[src/rtl/netclk_gen_pkg.sv]
// Shared definitions for the netlist clock generator: state encodings and default widths.
package netclk_gen_pkg;

  localparam logic [1:0] NETCLK_IDLE = 2'd0;
  localparam logic [1:0] NETCLK_RUN  = 2'd1;
  localparam logic [1:0] NETCLK_STOP = 2'd2;

  localparam int unsigned NETCLK_DIV_W = 8;
  localparam int unsigned NETCLK_CNT_W = 16;

endpackage

[src/rtl/netclk_gen_divcnt.sv]
// Loadable down-counter with zero flag; times the half-periods of the generated clock.
module netclk_divcnt
  import netclk_gen_pkg::*;
#(
  parameter int unsigned DIV_W = NETCLK_DIV_W
) (
  input  logic             sys_clk,
  input  logic             cd,
  input  logic             load,
  input  logic             dec,
  input  logic [DIV_W-1:0] load_val,
  output logic [DIV_W-1:0] cnt,
  output logic             zero
);

  logic [DIV_W-1:0] cnt_q;

  // Load has priority over decrement; the counter holds when neither is requested.
  always_ff @(posedge sys_clk or negedge cd) begin
    if (!cd) begin
      cnt_q <= '0;
    end else if (load) begin
      cnt_q <= load_val;
    end else if (dec) begin
      cnt_q <= cnt_q - 1'b1;
    end
  end

  assign cnt  = cnt_q;
  assign zero = (cnt_q == '0);

endmodule

[src/rtl/netclk_gen.sv]
// Netlist clock generator: drives cp with programmable half-period (div+1 cycles), parks it low
// on request without truncating a high phase, and provides edge strobes and a rising-edge count.
// Define NETCLK_PHASE2_EN to generate the non-overlapping second phase cp2; otherwise cp2 is 0.
module netclk_gen
  import netclk_gen_pkg::*;
#(
  parameter int unsigned DIV_W = NETCLK_DIV_W,
  parameter int unsigned CNT_W = NETCLK_CNT_W
) (
  input  logic             sys_clk,
  input  logic             cd,
  input  logic             run,
  input  logic [DIV_W-1:0] div,
  output logic             cp,
  output logic             cp2,
  output logic             rise,
  output logic             fall,
  output logic             running,
  output logic [CNT_W-1:0] edges
);

  logic [1:0]       state_q, state_d;
  logic             cp_q, cp_d;
  logic             cp2_q, cp2_d;
  logic             rise_q, fall_q, running_q;
  logic [CNT_W-1:0] edges_q;
  logic             cnt_load, cnt_dec, cnt_zero;
  logic [DIV_W-1:0] cnt;

  netclk_divcnt #(
    .DIV_W (DIV_W)
  ) u_divcnt (
    .sys_clk  (sys_clk),
    .cd       (cd),
    .load     (cnt_load),
    .dec      (cnt_dec),
    .load_val (div),
    .cnt      (cnt),
    .zero     (cnt_zero)
  );

  // Next state, next cp level and counter control; stop is judged on the post-toggle cp.
  always_comb begin
    state_d  = state_q;
    cp_d     = cp_q;
    cnt_load = 1'b0;
    cnt_dec  = 1'b0;
    case (state_q)
      NETCLK_IDLE: begin
        cp_d = 1'b0;
        if (run) begin
          cnt_load = 1'b1;
          state_d  = NETCLK_RUN;
        end
      end
      NETCLK_RUN: begin
        if (cnt_zero) begin
          cp_d     = ~cp_q;
          cnt_load = 1'b1;
        end else begin
          cnt_dec = 1'b1;
        end
        if (!run) begin
          state_d = cp_d ? NETCLK_STOP : NETCLK_IDLE;
        end
      end
      NETCLK_STOP: begin
        // Finish the high phase as loaded at its rising toggle, then park low.
        if (cnt_zero) begin
          cp_d    = 1'b0;
          state_d = NETCLK_IDLE;
        end else begin
          cnt_dec = 1'b1;
        end
      end
      default: begin
        cp_d    = 1'b0;
        state_d = NETCLK_IDLE;
      end
    endcase
  end

`ifdef NETCLK_PHASE2_EN
  // Inside a low half: a decrement means not the first cycle, a nonzero result not the last.
  assign cp2_d = (state_d == NETCLK_RUN) && !cp_d && cnt_dec && (cnt != DIV_W'(1));
`else
  logic unused_cnt;
  assign unused_cnt = ^cnt;
  assign cp2_d      = 1'b0;
`endif

  // All outputs are registered alongside cp so strobes line up with the first cycle of a level.
  always_ff @(posedge sys_clk or negedge cd) begin
    if (!cd) begin
      state_q   <= NETCLK_IDLE;
      cp_q      <= 1'b0;
      cp2_q     <= 1'b0;
      rise_q    <= 1'b0;
      fall_q    <= 1'b0;
      running_q <= 1'b0;
      edges_q   <= '0;
    end else begin
      state_q   <= state_d;
      cp_q      <= cp_d;
      cp2_q     <= cp2_d;
      rise_q    <= cp_d & ~cp_q;
      fall_q    <= ~cp_d & cp_q;
      running_q <= (state_d != NETCLK_IDLE);
      edges_q   <= edges_q + CNT_W'(cp_d & ~cp_q);
    end
  end

  assign cp      = cp_q;
  assign cp2     = cp2_q;
  assign rise    = rise_q;
  assign fall    = fall_q;
  assign running = running_q;
  assign edges   = edges_q;

endmodule

[config.mk]
export PLATFORM = sky130hd
export DESIGN_NAME = netclk_gen
export DESIGN_NICKNAME = d
export VERILOG_FILES = /design/src/rtl/netclk_gen_pkg.sv /design/src/rtl/netclk_gen_divcnt.sv /design/src/rtl/netclk_gen.sv
export SDC_FILE = /design/constraint.sdc
export NUM_CORES = 1
export LEC_CHECK = 0
export ABC_AREA = 1
export CAP_MARGIN = 20
export CELL_PAD_IN_SITES_DETAIL_PLACEMENT = 0
export CELL_PAD_IN_SITES_GLOBAL_PLACEMENT = 1
export CORE_MARGIN = 2
export CORE_UTILIZATION = 40
export DETAILED_ROUTE_END_ITERATION = 10
export PLACE_DENSITY_LB_ADDON = 0.2
export REMOVE_ABC_BUFFERS = 1
export SKIP_CTS_REPAIR_TIMING = 1
export SYNTH_ARGS = -nofsm -noshare
export SYNTH_HDL_FRONTEND = slang
export SYNTH_SLANG_ARGS = --single-unit
[constraint.sdc]
create_clock -name sys_clk -period 7.1 [get_ports sys_clk]
set_clock_uncertainty 0.15 [all_clocks]
set_input_delay 1.065 -clock sys_clk [delete_from_list [all_inputs] [get_ports sys_clk]]
set_output_delay 1.065 -clock sys_clk [all_outputs]
set_load 0.03 [all_outputs]
# [Word level (Yosys, flattened, before mapping)]
# Index checks and enable logic that the tools add are counted.
[totals] register_bits=30 in_bits=11 output_inout_bits=21
[classes] n_addsub=2 eq_ne=2 n_mux=16 bitwise_logic=6 n_reduce_logical=5
[ops] op="adder 16 bit" n=1
[ops] op="AND 1 x 16 -> 16 bit" n=1
[ops] op="two-way mux 8 bit" n=2
[ops] op="NOT 1 -> 16 bit" n=1
[ops] op="logical NOT 8 bit" n=1
[ops] op="two-way mux 2 bit" n=4
[ops] op="subtractor 8 x 1 -> 8 bit, second input constant" n=1
[ops] op="two-way mux 1 bit" n=7
[ops] op="case mux 2 bit (3 select lines)" n=1
[ops] op="case mux 1 bit (2 select lines)" n=2
[ops] op="nonzero test 2 bit" n=2
[ops] op="AND 1 bit" n=2
[ops] op="equality test 2 x 1 -> 1 bit, second input constant" n=1
[ops] op="equality test 2 bit, second input constant" n=1
[ops] op="logical NOT 2 bit" n=1
[ops] op="NOT 1 bit" n=2
[ops] op="OR reduction 2 bit" n=1

# [Depth between registers and ports, before layout]
[depth] ltp_word=7 mapped_depth=18

# [By module]
# Synthesis repeated with hierarchy kept, for this count alone.
[unflattened] cells_unflattened=211 hier_area_um2=1720.4
[by_module_without_submodules] module="netclk_gen" instances=1 cells_per_inst=138 area_each_um2=1179.9
[by_module_without_submodules] module="netclk_divcnt" instances=1 cells_per_inst=73 area_each_um2=540.5

# [Worst setup path after synthesis]
# OpenSTA, ideal clock, no wires.
[synth_timing] path_type="register -> register" start="reg u_divcnt.cnt_q[2] (netlist: u_divcnt.cnt[2])" end="reg edges_q[12] (netlist: edges[12])" setup_time_ns=0.080 t_arrival_ns=2.618 setup_slack_ns=4.251 stages_incl_launch_ff=19 period_less_slack_ns=2.849 path_cell_list="dfrtp_1 nor2_1 and2_1 nand3_1 ha_1 inv_1 nand2_1 a21oi_1 inv_1 nor2_1 ha_1 ha_1 nand2_1 inv_1 nand2_1 nor2_2 nand3_1 nor2_1 xor2_1"
[synth_via] elab_chain_len=6
[synth_rtl] element="start: declaration" line="netclk_gen_divcnt.sv:16" rtl="logic [DIV_W-1:0] cnt_q;"
[synth_rtl] element="start signal: assignment" line="netclk_gen_divcnt.sv:23" rtl="cnt_q <= load_val;"
[synth_rtl] element="start signal: assignment" line="netclk_gen_divcnt.sv:25" rtl="cnt_q <= cnt_q - 1'b1;"
[synth_rtl] element="logical NOT 8 bit (*)" line="netclk_gen_divcnt.sv:30" rtl="assign zero = (cnt_q == '0);"
[synth_rtl] element="two-way mux 1 bit" line="netclk_gen.sv:57" rtl="if (cnt_zero) begin"
[synth_rtl] element="two-way mux 1 bit" line="netclk_gen.sv:48" rtl="case (state_q)"
[synth_rtl] element="case mux 1 bit (2 select lines) (*)" line="netclk_gen.sv:48"
[synth_rtl] element="named net cp_d" line="netclk_gen.sv:23" rtl="logic cp_q, cp_d;"
[synth_rtl] element="AND 1 x 16 -> 16 bit (*)" line="netclk_gen.sv:109" rtl="edges_q <= edges_q + CNT_W'(cp_d & ~cp_q);"
[synth_rtl] element="adder 16 bit (*)" line="netclk_gen.sv:109"
[synth_rtl] element="end signal: assignment" line="netclk_gen.sv:109"
[synth_rtl] element="end: declaration" line="netclk_gen.sv:26" rtl="logic [CNT_W-1:0] edges_q;"
# Mark *: on every way through the listed nets, which the timed path passes. The rest lies on a longest branch. The select of a mux whose other input is x is not followed.
# A chain may end at the register's enable or synchronous reset.

# [Final worst setup path]
[layout_timing] start="reg u_divcnt.cnt_q[0] (netlist: u_divcnt.cnt[0])" end="reg edges_q[12] (netlist: edges[12])"
# Same word-level chain as after synthesis.

==> run summary <==
Cell Int Power: 0.361 mW
Clock transition at path regs: 0.06 ns
ant diodes: 0
Logic pwr share: 37.7%
vias in the first global route: 1212
#FFs+latches synth: 30
Slew Viols, Final: 0
Die Height: 67.4 um
Detail Route Antenna Nets: 0
Slew @ Worst Pin: 0.527 ns
post-DP HPWL: 2440 um
Reg-to-Reg End: edges[12]
final critical-path share of the clock period: 44.5%
RSZ-0062 raised after global routing: no
residual DRC count: 0
commonest non-fill, non-tap cell in the layout: nand2_1
die area: 4540 um^2
crit path kind: reg -> reg
Yosys cell types: 24
Hold Path Depth: 1
Reg power frac: 39.6%
TritonRoute pass-1 iters: 4
pin count of the biggest net entering global routing: 31
Required @ worst endpoint: 7.14 ns
post-synth top area share: 46.7%
layout cells sized above 1: 6.14%
Core Util, Final: 52.0%
Async SR Flop Fraction: 100%
Synth Flop Type: dfrtp_1
yosys warns: 0
relative slew slack: 64.6%
top cells by area, synth: dfrtp_1, nand2_1, ha_1
CTS Buffer Depth: 2
Total Wirelength: 3080 um
status: finished, final reports clean
Peak Freq: 0.316 GHz
commonest cells after routing, fill and taps aside: nand2_1, dfrtp_1, clkdlybuf4s50_1, inv_1, nor2_1
CTS root buffer: clkbuf_8
Crit. End Element: register
Total Nets Final: 249
reg2reg start: u_divcnt.cnt[0]
Finished Layout Cells: 278
Cells after Synth: 193
initial antenna violation count: 0
switching component of the power: 0.218 mW
critical path peak fanout: 5
DR iter-0 viols: 48
width of the die: 67.4 um
Cell Chain, Critical Path: inv_1 > ha_1 > nand3_1 > ha_1 > inv_1 > nand2_1 > a21oi_1 > inv_1 > nor2_1 > ha_1 > ha_1 > nand2_1 > inv_1 > nand2_1 > nor2_2 > nand3_1 > nor2_1 > xor2_1
Max IR drop VDD: 0.000151 V
initial core utilization: 40.8%
H-Tree Depth: 2
startpoint types: register
Post-synth EDFFs: 0
# rows: 23
total track usage: 15.8%
dominant cell type by area after synthesis: dfrtp_1
Hold Path Class: reg -> reg
first-pass GRT wire length: 5290 um
# IOs: 32
HP Start: edges[15]
total negative slack: 0 ns
minimum clock period: 3.16 ns
I/O Buffers: 30
vias per cell: 4.63
Worst Reg-to-Reg Cells: 18
total global routing overflow: 0
crit-path max cell delay: 0.39 ns
P&R area growth vs syn: 27.4%
CP arrival: 3.21 ns
synthesized area: 1610 um^2
CTS buffer count: 5
Worst R2R Setup Slack: 3.94 ns
worst-skew pair later-pin latency: 0.27 ns
total number of vias: 1288
Fin. Hold Viols: 0
Worst Hold End: edges[15]
Max-Cap Viols: 0
Core Area: 3940 um^2
number of clock sinks: 30
clock share of power: 22.7%
PD cells: 283 nW/um^2
P_leak: 1.04 nW
gp weighted congestion: 0.834
Sw Share: 37.7%
Placed Cells: 272
Tot Pwr: 0.579 mW
endpoints failing setup: 0
Mean Syn Cell Area: 8.33 um^2
Slowest cell on crit path: dfrtp_1
sequential share of the synthesized area: 46.7%
TritonCTS clock tree: built
routed wire length per instance: 11.1 um
[through the flow]
| step | setup WS [ns] | hold slack [ns] | area, um^2 |
|---|---|---|---|
| floorplan | 4.25 | 0.324 | 1600 |
| global placement | 4.08 | 0.304 | 1970 |
| detailed placement | 3.91 | 0.309 | 1970 |
| CTS | 3.89 | 0.317 | 2050 |
| global route | 3.58 | 0.340 | 2050 |
| finish | 3.94 | 0.313 | 2050 |
[critical path, delay by kind of cell, from the launching register on]
kind	cells	cell delay [ns]
and+or+nand+nor	8	1.00
adders and majority gates	4	0.90
DFF	1	0.39
xor gates and xnor gates	1	0.15
AOI/OAI and AO/OA	1	0.22
buffers and inverters	4	0.27
[routing by layer]
metal / GRT usage, % / vias to the layer above / wire length (um)
li1: - / 664 / -
met1: 20.1 / 597 / 1440
met2: 25.2 / 23 / 1480
met3: 4.50 / 4 / 121
met4: 6.38 / 0 / 31
met5: 0 / - / 0
[cell usage after synthesis (4+ instances only)]
master	instances
dfrtp_1	30
nand2_1	57
ha_1	9
nor3_1	4
nand4_1	4
xnor2_1	6
nand3_1	14
inv_1	25
a21oi_1	4
nor2_1	16
xor2_1	11
[flip-flops by register name (all words and copies together) (netlist names)]
signal	flops
edges	16
u_divcnt.cnt	8
state_q	2
cp	1
fall	1
rise	1
running	1
[power groups by stage]
stage               Clock [mW]  Sequential (mW)  Combinational (mW)
finish                   0.131            0.229               0.218
floorplan                    0            0.237               0.156
global placement             0            0.231               0.220
detailed placement           0            0.232               0.222
global route             0.145            0.234               0.253
CTS                      0.135            0.229               0.223
[worst max path at each step]
stage,slack (ns),end,from
after global placement,4.08,edges[12],u_divcnt.cnt[0]
after detailed placement,3.91,edges[12],u_divcnt.cnt[0]
after floorplan,4.25,edges[12],u_divcnt.cnt[2]
final,3.94,edges[12],u_divcnt.cnt[0]
after global routing,3.58,edges[12],u_divcnt.cnt[0]
after CTS,3.89,edges[12],u_divcnt.cnt[0]
[cell families after synthesis]
logic type / synth area share, %
AND/OR/NAND/NOR: 27.6
flip-flops: 46.7
buffers and inverters: 6.85
XOR/XNOR: 9.26
adder cells (fa/ha/maj): 7.00
AO/OA/AOI/OAI: 2.41
other: 0.233
[area by class of cell]
type                    instances  area, um^2
flip-flops and latches         30         751
repair buffers                 31         308
multi-input cells             135         747
fillers                       371        1890
inverters                      26        97.6
well taps                      50        62.6
clock buffers                   6        82.6
No activity file was read; power rests on OpenSTA's default activity.
